===== src/rtl/shift_rx_if.sv =====
// Serial receiver port bundle: serial line, bit strobe and bit order in,
// received word and status pulses out.
// Latency and backpressure are set by shift_rx; this bundle only carries the signals.
// Ports: sin/en/dir (master -> slave), out/valid/frame_err/parity_err/busy (slave -> master).
interface shift_rx_if #(
  parameter int WIDTH = 4
);
  logic             sin;
  logic             en;
  logic             dir;
  logic [WIDTH-1:0] out;
  logic             valid;
  logic             frame_err;
  logic             parity_err;
  logic             busy;

  modport master (
    output sin, en, dir,
    input  out, valid, frame_err, parity_err, busy
  );

  modport slave (
    input  sin, en, dir,
    output out, valid, frame_err, parity_err, busy
  );
endinterface


===== src/rtl/shift_rx.sv =====
// Serial frame receiver: start bit, WIDTH data bits (LSB- or MSB-first), optional even parity, stop bit.
// Latency: out/valid update one cycle after the stop-bit sample; status outputs are single-cycle pulses.
// Backpressure: none; the receiver advances only on en strobes and holds all state while en=0.
// Ports: clk, rst (async active-low), bus (shift_rx_if.slave).
// Optional parity stage is compiled in with macro SHIFT_RX_PARITY_EN.
module shift_rx #(
  parameter int WIDTH = 4
) (
  input  logic       clk,
  input  logic       rst,
  shift_rx_if.slave  bus
);

  localparam int CNT_W = (WIDTH > 1) ? $clog2(WIDTH) : 1;

`ifdef SHIFT_RX_PARITY_EN
  typedef enum logic [1:0] {
    S_IDLE   = 2'd0,
    S_DATA   = 2'd1,
    S_PARITY = 2'd2,
    S_STOP   = 2'd3
  } state_t;
`else
  typedef enum logic [1:0] {
    S_IDLE = 2'd0,
    S_DATA = 2'd1,
    S_STOP = 2'd3
  } state_t;
`endif

  state_t             state_q, state_d;
  logic [CNT_W-1:0]   cnt_q, cnt_d;
  logic [WIDTH-1:0]   sr_q, sr_d;
  logic               dir_q, dir_d;
  logic [WIDTH-1:0]   out_q, out_d;
  logic               valid_q, valid_d;
  logic               ferr_q, ferr_d;
`ifdef SHIFT_RX_PARITY_EN
  logic               par_q, par_d;        // running XOR of data bits
  logic               perr_pend_q, perr_pend_d; // parity mismatch seen, reported at stop
  logic               perr_q, perr_d;
`endif

  always_comb begin
    state_d = state_q;
    cnt_d   = cnt_q;
    sr_d    = sr_q;
    dir_d   = dir_q;
    out_d   = out_q;
    valid_d = 1'b0;
    ferr_d  = 1'b0;
`ifdef SHIFT_RX_PARITY_EN
    par_d       = par_q;
    perr_pend_d = perr_pend_q;
    perr_d      = 1'b0;
`endif

    case (state_q)
      S_IDLE: begin
        if (bus.en && !bus.sin) begin
          state_d = S_DATA;
          cnt_d   = '0;
          sr_d    = '0;
          // Bit order is frozen here so a dir change mid-frame cannot scramble the word.
          dir_d   = bus.dir;
`ifdef SHIFT_RX_PARITY_EN
          par_d       = 1'b0;
          perr_pend_d = 1'b0;
`endif
        end
      end

      S_DATA: begin
        if (bus.en) begin
          // MSB-first shifts up so the first bit ends in the top position;
          // LSB-first shifts down so the first bit ends in bit 0.
          if (dir_q) sr_d = {sr_q[WIDTH-2:0], bus.sin};
          else       sr_d = {bus.sin, sr_q[WIDTH-1:1]};
`ifdef SHIFT_RX_PARITY_EN
          par_d = par_q ^ bus.sin;
`endif
          if (cnt_q == CNT_W'(WIDTH - 1)) begin
            cnt_d = '0;
`ifdef SHIFT_RX_PARITY_EN
            state_d = S_PARITY;
`else
            state_d = S_STOP;
`endif
          end else begin
            cnt_d = cnt_q + CNT_W'(1);
          end
        end
      end

`ifdef SHIFT_RX_PARITY_EN
      S_PARITY: begin
        if (bus.en) begin
          // Even parity: data bits plus parity bit must XOR to zero.
          perr_pend_d = par_q ^ bus.sin;
          state_d     = S_STOP;
        end
      end
`endif

      S_STOP: begin
        if (bus.en) begin
          state_d = S_IDLE;
          ferr_d  = !bus.sin;
`ifdef SHIFT_RX_PARITY_EN
          perr_d = perr_pend_q;
          if (bus.sin && !perr_pend_q) begin
            out_d   = sr_q;
            valid_d = 1'b1;
          end
`else
          if (bus.sin) begin
            out_d   = sr_q;
            valid_d = 1'b1;
          end
`endif
        end
      end

      default: state_d = S_IDLE;
    endcase
  end

  always_ff @(posedge clk or negedge rst) begin
    if (!rst) begin
      state_q <= S_IDLE;
      cnt_q   <= '0;
      sr_q    <= '0;
      dir_q   <= 1'b0;
      out_q   <= '0;
      valid_q <= 1'b0;
      ferr_q  <= 1'b0;
`ifdef SHIFT_RX_PARITY_EN
      par_q       <= 1'b0;
      perr_pend_q <= 1'b0;
      perr_q      <= 1'b0;
`endif
    end else begin
      state_q <= state_d;
      cnt_q   <= cnt_d;
      sr_q    <= sr_d;
      dir_q   <= dir_d;
      out_q   <= out_d;
      valid_q <= valid_d;
      ferr_q  <= ferr_d;
`ifdef SHIFT_RX_PARITY_EN
      par_q       <= par_d;
      perr_pend_q <= perr_pend_d;
      perr_q      <= perr_d;
`endif
    end
  end

  assign bus.out       = out_q;
  assign bus.valid     = valid_q;
  assign bus.frame_err = ferr_q;
  assign bus.busy      = (state_q != S_IDLE);
`ifdef SHIFT_RX_PARITY_EN
  assign bus.parity_err = perr_q;
`else
  assign bus.parity_err = 1'b0;
`endif

endmodule


===== src/flat_wrapper.sv =====
// flat-port wrapper written by rule: the top's interface ports become plain ports
module shift_rx_flat 
#(
  parameter int WIDTH = 4
)
  (clk, rst, bus_sin, bus_en, bus_dir, bus_out, bus_valid, bus_frame_err, bus_parity_err, bus_busy);
  shift_rx_if #(.WIDTH(WIDTH)) bus_i ();
  input  logic clk;
  input  logic rst;
  input wire logic [$bits(bus_i.sin)-1:0] bus_sin;
  input wire logic [$bits(bus_i.en)-1:0] bus_en;
  input wire logic [$bits(bus_i.dir)-1:0] bus_dir;
  output wire logic [$bits(bus_i.out)-1:0] bus_out;
  output wire logic [$bits(bus_i.valid)-1:0] bus_valid;
  output wire logic [$bits(bus_i.frame_err)-1:0] bus_frame_err;
  output wire logic [$bits(bus_i.parity_err)-1:0] bus_parity_err;
  output wire logic [$bits(bus_i.busy)-1:0] bus_busy;
  assign bus_i.sin = bus_sin;
  assign bus_i.en = bus_en;
  assign bus_i.dir = bus_dir;
  assign bus_out = bus_i.out;
  assign bus_valid = bus_i.valid;
  assign bus_frame_err = bus_i.frame_err;
  assign bus_parity_err = bus_i.parity_err;
  assign bus_busy = bus_i.busy;
  shift_rx #(.WIDTH(WIDTH)) u_core (.clk(clk), .rst(rst), .bus(bus_i));
endmodule

===== config.mk =====
export PLATFORM = sky130hd
export DESIGN_NAME = shift_rx_flat
export DESIGN_NICKNAME = d
export VERILOG_FILES = /design/src/rtl/shift_rx_if.sv /design/src/rtl/shift_rx.sv /design/src/flat_wrapper.sv
export SDC_FILE = /design/constraint.sdc
export NUM_CORES = 1
export LEC_CHECK = 0
export CAP_MARGIN = 20
export CELL_PAD_IN_SITES_DETAIL_PLACEMENT = 1
export CELL_PAD_IN_SITES_GLOBAL_PLACEMENT = 1
export CORE_ASPECT_RATIO = 1.4
export CORE_MARGIN = 1.5
export CORE_UTILIZATION = 25
export CTS_CLUSTER_SIZE = 8
export DETAILED_ROUTE_END_ITERATION = 16
export PLACE_DENSITY = 0.56
export SLEW_MARGIN = 40
export SYNTH_ARGS = -nofsm -noshare
export SYNTH_HDL_FRONTEND = slang
export SYNTH_SLANG_ARGS = --single-unit

===== constraint.sdc =====
create_clock -name clk -period 1.9 [get_ports clk]
set_clock_uncertainty 0.2 [all_clocks]
set_input_delay 0.57 -clock clk [delete_from_list [all_inputs] [get_ports clk]]
set_output_delay 0.57 -clock clk [all_outputs]
set_load 0.1 [all_outputs]

==> flow_metrics.tcl, run 1 <==
set metrics [dict create \
    p_per_area_mw_per_mm2 1550 \
    multi_input_area_um2 283 \
    rr_worst_depth 4 \
    cp_top_family "flip-flops" \
    reg2reg_from "u_core.state_q[0]" \
    crit_slowest_cell "dfrtp_1" \
    synthesis.nets 65 \
    drv_cap 0 \
    synth_seq_cells 15 \
    cts_tree "built" \
    rows 22 \
    fp.dieW_um 47.8 \
    grt_pass1_vias 550 \
    clock_sinks 15 \
    ant_nets 0 \
    grt_antenna_before_repair 0 \
    drt_iter0_markers 5 \
    grt_pass1_wl_um 2420 \
    ys_types 29 \
    fillCellCount 316 \
    power.total_w 0.00155 \
    drc 0 \
    ys_seq_area_frac 0.535 \
    initial_utilization 0.266 \
    period_minus_slack_ps 1860 \
    die_area_mm2 0.00314 \
    clkLatencyLatePin_ps 270 \
    detail_route.first_pass.iterations 4 \
    hp-class "flop to flop" \
    place_congestion 0.740 \
    yosys_warnings 0 \
    crit_fanout 2 \
    ff2ff_setup_slack_ps 400 \
    rsz0062_at_grt "true" \
    place_area_um2 963 \
    synth_area_um2 702 \
    fin_area_um2 1000 \
    path_buf_inv 1 \
    fin_util 0.378 \
    status "finished, final reports clean" \
    grtUsageTotal 0.112 \
    min_to "u_core.cnt_q[1]" \
    drive_gt1_frac 0.325 \
    crit_required_ps 1130 \
    routedWlPerCell_um 11.9 \
    regArea_um2 375 \
    hold_depth 1 \
    routed_wirelength_um 1380 \
    root_buffer "clkbuf_4" \
    overflow 0 \
    n_antenna_cell 0 \
    max_stage_delay_ps 380 \
    dr_total_vias 513 \
    drv_slew 0 \
    cts_buffer_depth 2 \
    clkSlewWorstSetupHoldPaths_ps 90 \
    setup_slack_ps 38.6 \
    r2r-end "u_core.dir_q" \
    min_from "u_core.cnt_q[1]" \
    core-area_mm2 0.00264 \
    cp-end-kind "output pin" \
    avgSynthCellArea_um2 11.9 \
    cts_made_buffers 3 \
    syn_to_final_growth_pct 42.4 \
    fp.dieH_um 65.7 \
    startpoint_type "flop" \
    grt_max_degree 16 \
    cp.arrival_ps 1090 \
    p_leak_nw 0.462 \
    cts-htree-levels 1 \
    dpl_worst_slack_ps -173 \
    nets 87 \
    path_cells "or2_4 -> buf_12" \
    port-buffer-count 11 \
    ir_drop_mv 0.458 \
    finalCritPeriodShare 0.980 \
    syn_inst 59 \
    max_freq_mhz 537 \
    ios 13 \
    routed_via_density 4.42 \
    setup_viol 0 \
    worstSetupPathType "flop to output pin" \
    hold_viol 0 \
]
-- stage by stage --
stage                     TNS (ps)  std cells  hold WS, ps
after floorplan                  0         59         74.4
after global placement        -936        111          281
after detailed placement     -1030        111          296
after CTS                        0        115          316
after global routing         -5.65        116          351
final                            0        116          313
-- worst register-to-register path, stage by stage, from the launching register on --
cell and delay [ps]:
dfrtp_1 380, or2_4 260, buf_4 130, nor2b_2 120, mux2_4 300
-- layer usage --
metal  track usage  part of all wire  vias up
li1              -                 -      247
met1         0.123              0.42      258
met2         0.182              0.54        6
met3        0.0247             0.020        2
met4        0.0709             0.016        0
met5             0                 0        -
-- power breakdown --
part           leakage [nW]  internal (W)  total (W)  switching (W)
registers             0.194      0.000428   0.000534       0.000106
clock network        0.0150     0.0000813   0.000175      0.0000935
logic                 0.253      0.000363   0.000844       0.000481
total                 0.462      0.000873    0.00155       0.000681
-- how the worst max path moves through the flow --
stage / slack, ps / cells past startpoint / from / to
after detailed placement: -170 / 4 / bus_en / u_core.dir_q
after CTS: 10 / 2 / u_core.state_q[1] / bus_busy
final: 40 / 2 / u_core.state_q[0] / bus_busy
after floorplan: 140 / 3 / u_core.state_q[1] / u_core.dir_q
after global routing: -6 / 2 / u_core.state_q[0] / bus_busy
after global placement: -140 / 4 / bus_en / u_core.dir_q
-- sequential cells by signal, indices dropped and copies added (netlist names) --
| register | cells |
|---|---|
| u_core.sr_q | 4 |
| u_core.bus.frame_err | 1 |
| u_core.cnt_q | 2 |
| u_core.bus.valid | 1 |
| u_core.state_q | 2 |
| u_core.bus.out | 4 |
| u_core.dir_q | 1 |
-- cells in the final DEF (no fill, tap or decap), types with 2 or more instances in the layout --
cell type | netlist | routed
nor2_1 | 2 | 2
dfrtp_1 | 15 | 15
inv_1 | 4 | 4
buf_12 | 0 | 7
nand2_1 | 2 | 2
nor2b_1 | 4 | 4
o2bb2ai_1 | 2 | 2
nor2b_2 | 2 | 2
a21oi_1 | 2 | 2
buf_4 | 2 | 10
a32o_1 | 2 | 2
clkdlybuf4s50_1 | 0 | 4
mux2_1 | 2 | 2
o221ai_1 | 2 | 2
clkbuf_4 | 0 | 3
mux2i_1 | 2 | 2
-- cell type report --
class | count | area share
clock buffers | 4 | 0.0263
well taps | 36 | 0.0451
inverters | 4 | 0.0150
flip-flops and latches | 15 | 0.375
multi-input cells | 36 | 0.283
repair buffers | 21 | 0.255
-- logic make-up after synthesis --
logic type | count (synthesis) | share of synthesized area
AOI/OAI and AO/OA | 12 | 0.128
adders and majority gates | 1 | 0.0178
buffers and inverters | 8 | 0.0659
DFF | 15 | 0.535
muxes | 6 | 0.0980
other | 1 | 0.00534
and+or+nand+nor | 16 | 0.150
-- repair_timing --
item | 4_1_cts | 5_1_grt
pin swaps | 0 | 1
endpoints found under the setup margin | 1 | 1
buffers inserted | 0 | 1
gates resized for setup | 1 | 0
hold buffers | 0 | 0
-- cells in the mapped netlist, drive strengths merged --
library cell | count | area share
o2bb2ai | 2 | 0.025
or2 | 1 | 0.0089
nor2b | 6 | 0.061
o21ai | 2 | 0.014
ha | 1 | 0.018
dfrtp | 15 | 0.53
inv | 4 | 0.021
buf | 4 | 0.045
a2bb2oi | 1 | 0.012
nand2 | 2 | 0.011
nand4 | 2 | 0.027
mux2i | 2 | 0.029
nor2 | 2 | 0.011
conb | 1 | 0.0053
and2b | 1 | 0.011
a21oi | 2 | 0.014
a31oi | 1 | 0.0089
mux2 | 4 | 0.070
a32o | 2 | 0.029
o221ai | 2 | 0.025
nand4b | 1 | 0.012
and3 | 1 | 0.0089
No activity file was read; power rests on OpenSTA's default activity.
==> inputs of run 2 (changes only) <==
--- a/config.mk
+++ b/config.mk
@@ -13,7 +13,7 @@
 export CORE_UTILIZATION = 25
 export CTS_CLUSTER_SIZE = 8
 export DETAILED_ROUTE_END_ITERATION = 16
-export PLACE_DENSITY = 0.56
+export PLACE_DENSITY = 0.57
 export SLEW_MARGIN = 40
 export SYNTH_ARGS = -nofsm -noshare
 export SYNTH_HDL_FRONTEND = slang
==> constraint.sdc (replaced) <==
create_clock -name clk -period 1.5 [get_ports clk]
set_clock_uncertainty 0.2 [all_clocks]
set_input_delay 0.45 -clock clk [delete_from_list [all_inputs] [get_ports clk]]
set_output_delay 0.45 -clock clk [all_outputs]
set_load 0.1 [all_outputs]
==> flow_metrics.tcl, run 2 (synthesis gave the netlist of run 1 again) <==
set metrics [dict create \
    crit_start "u_core.state_q[1]" \
    rr_worst_depth 4 \
    routed_via_density 4.52 \
    crit_required_ps 850 \
    place_hpwl_um 1180 \
    dr_total_vias 520 \
    finalCritPeriodShare 1.16 \
    hp-class "primary input to asynchronous set/reset pin" \
    drt_iter0_markers 0 \
    setup_viol 7 \
    p_per_area_mw_per_mm2 1970 \
    initial_utilization 0.266 \
    place_congestion 0.718 \
    path_cells "or2_4 -> buf_12" \
    fp.dieH_um 65.7 \
    syn_to_final_growth_pct 45.1 \
    ios 13 \
    cts_buffer_depth 2 \
    routedWlPerCell_um 13.3 \
    fp.dieW_um 47.8 \
    violations "negative setup slack" \
    port-buffer-count 11 \
    cp-end-kind "output pin" \
    grt_util_met2 0.208 \
    r2r-end "u_core.dir_q" \
    status "finished with violations" \
    overflow 0 \
    cts_made_buffers 3 \
    drv_cap 0 \
    nets 86 \
    drive_gt1_frac 0.405 \
    placedCellCount 110 \
    grt_max_degree 16 \
    die_area_mm2 0.00314 \
    routed_wirelength_um 1520 \
    core-area_mm2 0.00264 \
    grt-busiest-layer "met2" \
    detail_route.first_pass.iterations 1 \
    rows 22 \
    drv_slew 0 \
    setup_slack_ps -245 \
    clkLatencyLatePin_ps 270 \
    rsz0062_at_grt "true" \
    hold_viol 0 \
    place_area_um2 966 \
    crit_path_end "bus_busy" \
    crit_slowest_cell "dfrtp_1" \
    worstSetupPathType "flop to output pin" \
    power.total_w 0.00201 \
    startpoint_type "flop" \
    cp.arrival_ps 1090 \
    most-common-layout-cells "buf_4, dfrtp_1, buf_12" \
    ff2ff_setup_slack_ps 10 \
    crit_fanout 2 \
    grt_pass1_wl_um 2620 \
    grt_pass1_vias 579 \
    cts_tree "built" \
    max_stage_delay_ps 390 \
    reg2reg_from "u_core.state_q[1]" \
    cp_top_family "flip-flops" \
    drc 0 \
    n_antenna_cell 0 \
    use_met1 0.130 \
    clkSlewWorstSetupHoldPaths_ps 90 \
    cp.depth 2 \
    met3_usage 0.0247 \
    period_minus_slack_ps 1740 \
    fin_area_mm2 0.00102 \
    grt_antenna_before_repair 0 \
    grtUsageTotal 0.121 \
    fin_cells 115 \
    max_freq_mhz 573 \
    root_buffer "clkbuf_4" \
    fillCellCount 307 \
    path_buf_inv 1 \
    holdBufCountCts 0 \
    p_leak_nw 0.460 \
    clock_sinks 15 \
    ir_drop_mv 0.553 \
    ant_nets 0 \
    cts-htree-levels 1 \
]
==> run 2: cell count changes in the layout (fill, tap and decap cells not counted) <==
cell             delta
clkdlybuf4s50_1     -2
nor2b_2             -1
nor2b_4             +2
dfrtp_2             +6
dlygate4sd2_1       +2
nand4_4             +1
nor2b_1             -1
nand4_2             -1
buf_4               -1
dfrtp_1             -6
==> run 2: per-stage QoR <==
stage,worst slack (ps),utilization,TNS (ps),hold WS (ps)
6_report,-245,0.385,-362,280
3_3_place_gp,-436,0.366,-5020,286
2_1_floorplan,-69.4,-,-69.4,-45.6
4_1_cts,-260,0.378,-513,275
5_1_grt,-285,0.385,-674,274
3_5_place_dp,-502,0.366,-5830,308
==> run 2: worst register-to-register path: cells and delay by family (launching register included) <==
| kind | cells | cell delay [ps] |
|---|---|---|
| simple gates | 2 | 370 |
| mux | 1 | 290 |
| flops | 1 | 390 |
| buf+inv | 1 | 140 |
==> run 2: worst min path at each step <==
stage,startpoint,endpoint,slack (ps),cells past startpoint
after CTS,rst,u_core.sr_q[1],280,2
after detailed placement,u_core.cnt_q[1],u_core.cnt_q[1],310,1
after global placement,u_core.cnt_q[1],u_core.cnt_q[1],290,1
final,rst,u_core.cnt_q[0],280,2
after global routing,rst,u_core.cnt_q[0],270,2
after floorplan,rst,u_core.bus.frame_err,-50,0
==> run 2: area by class of cell <==
class	instances	area [um^2]	share of cell area
tap	36	45.0	0.0442
timing repair buffer	20	245	0.241
multi-input combinational	36	304	0.299
sequential	15	383	0.376
inverter	4	15.0	0.0147
clock buffer	4	26.3	0.0258
==> run 2: per-layer routing <==
metal	up-vias	share of wire
li1	245	-
met1	266	0.40
met2	7	0.56
met3	2	0.022
met4	0	0.016
met5	-	0
==> run 2: power breakdown <==
part	internal (W)	switching, W
Sequential	0.000549	0.000135
Clock	0.000103	0.000120
Combinational	0.000467	0.000632
==> run 2: repair_timing <==
| action | CTS | global route |
|---|---|---|
| setup endpoints to repair | 19 | 12 |
| gates resized for setup | 3 | 3 |
| setup buffers | 1 | 0 |
| pin swaps | 1 | 0 |
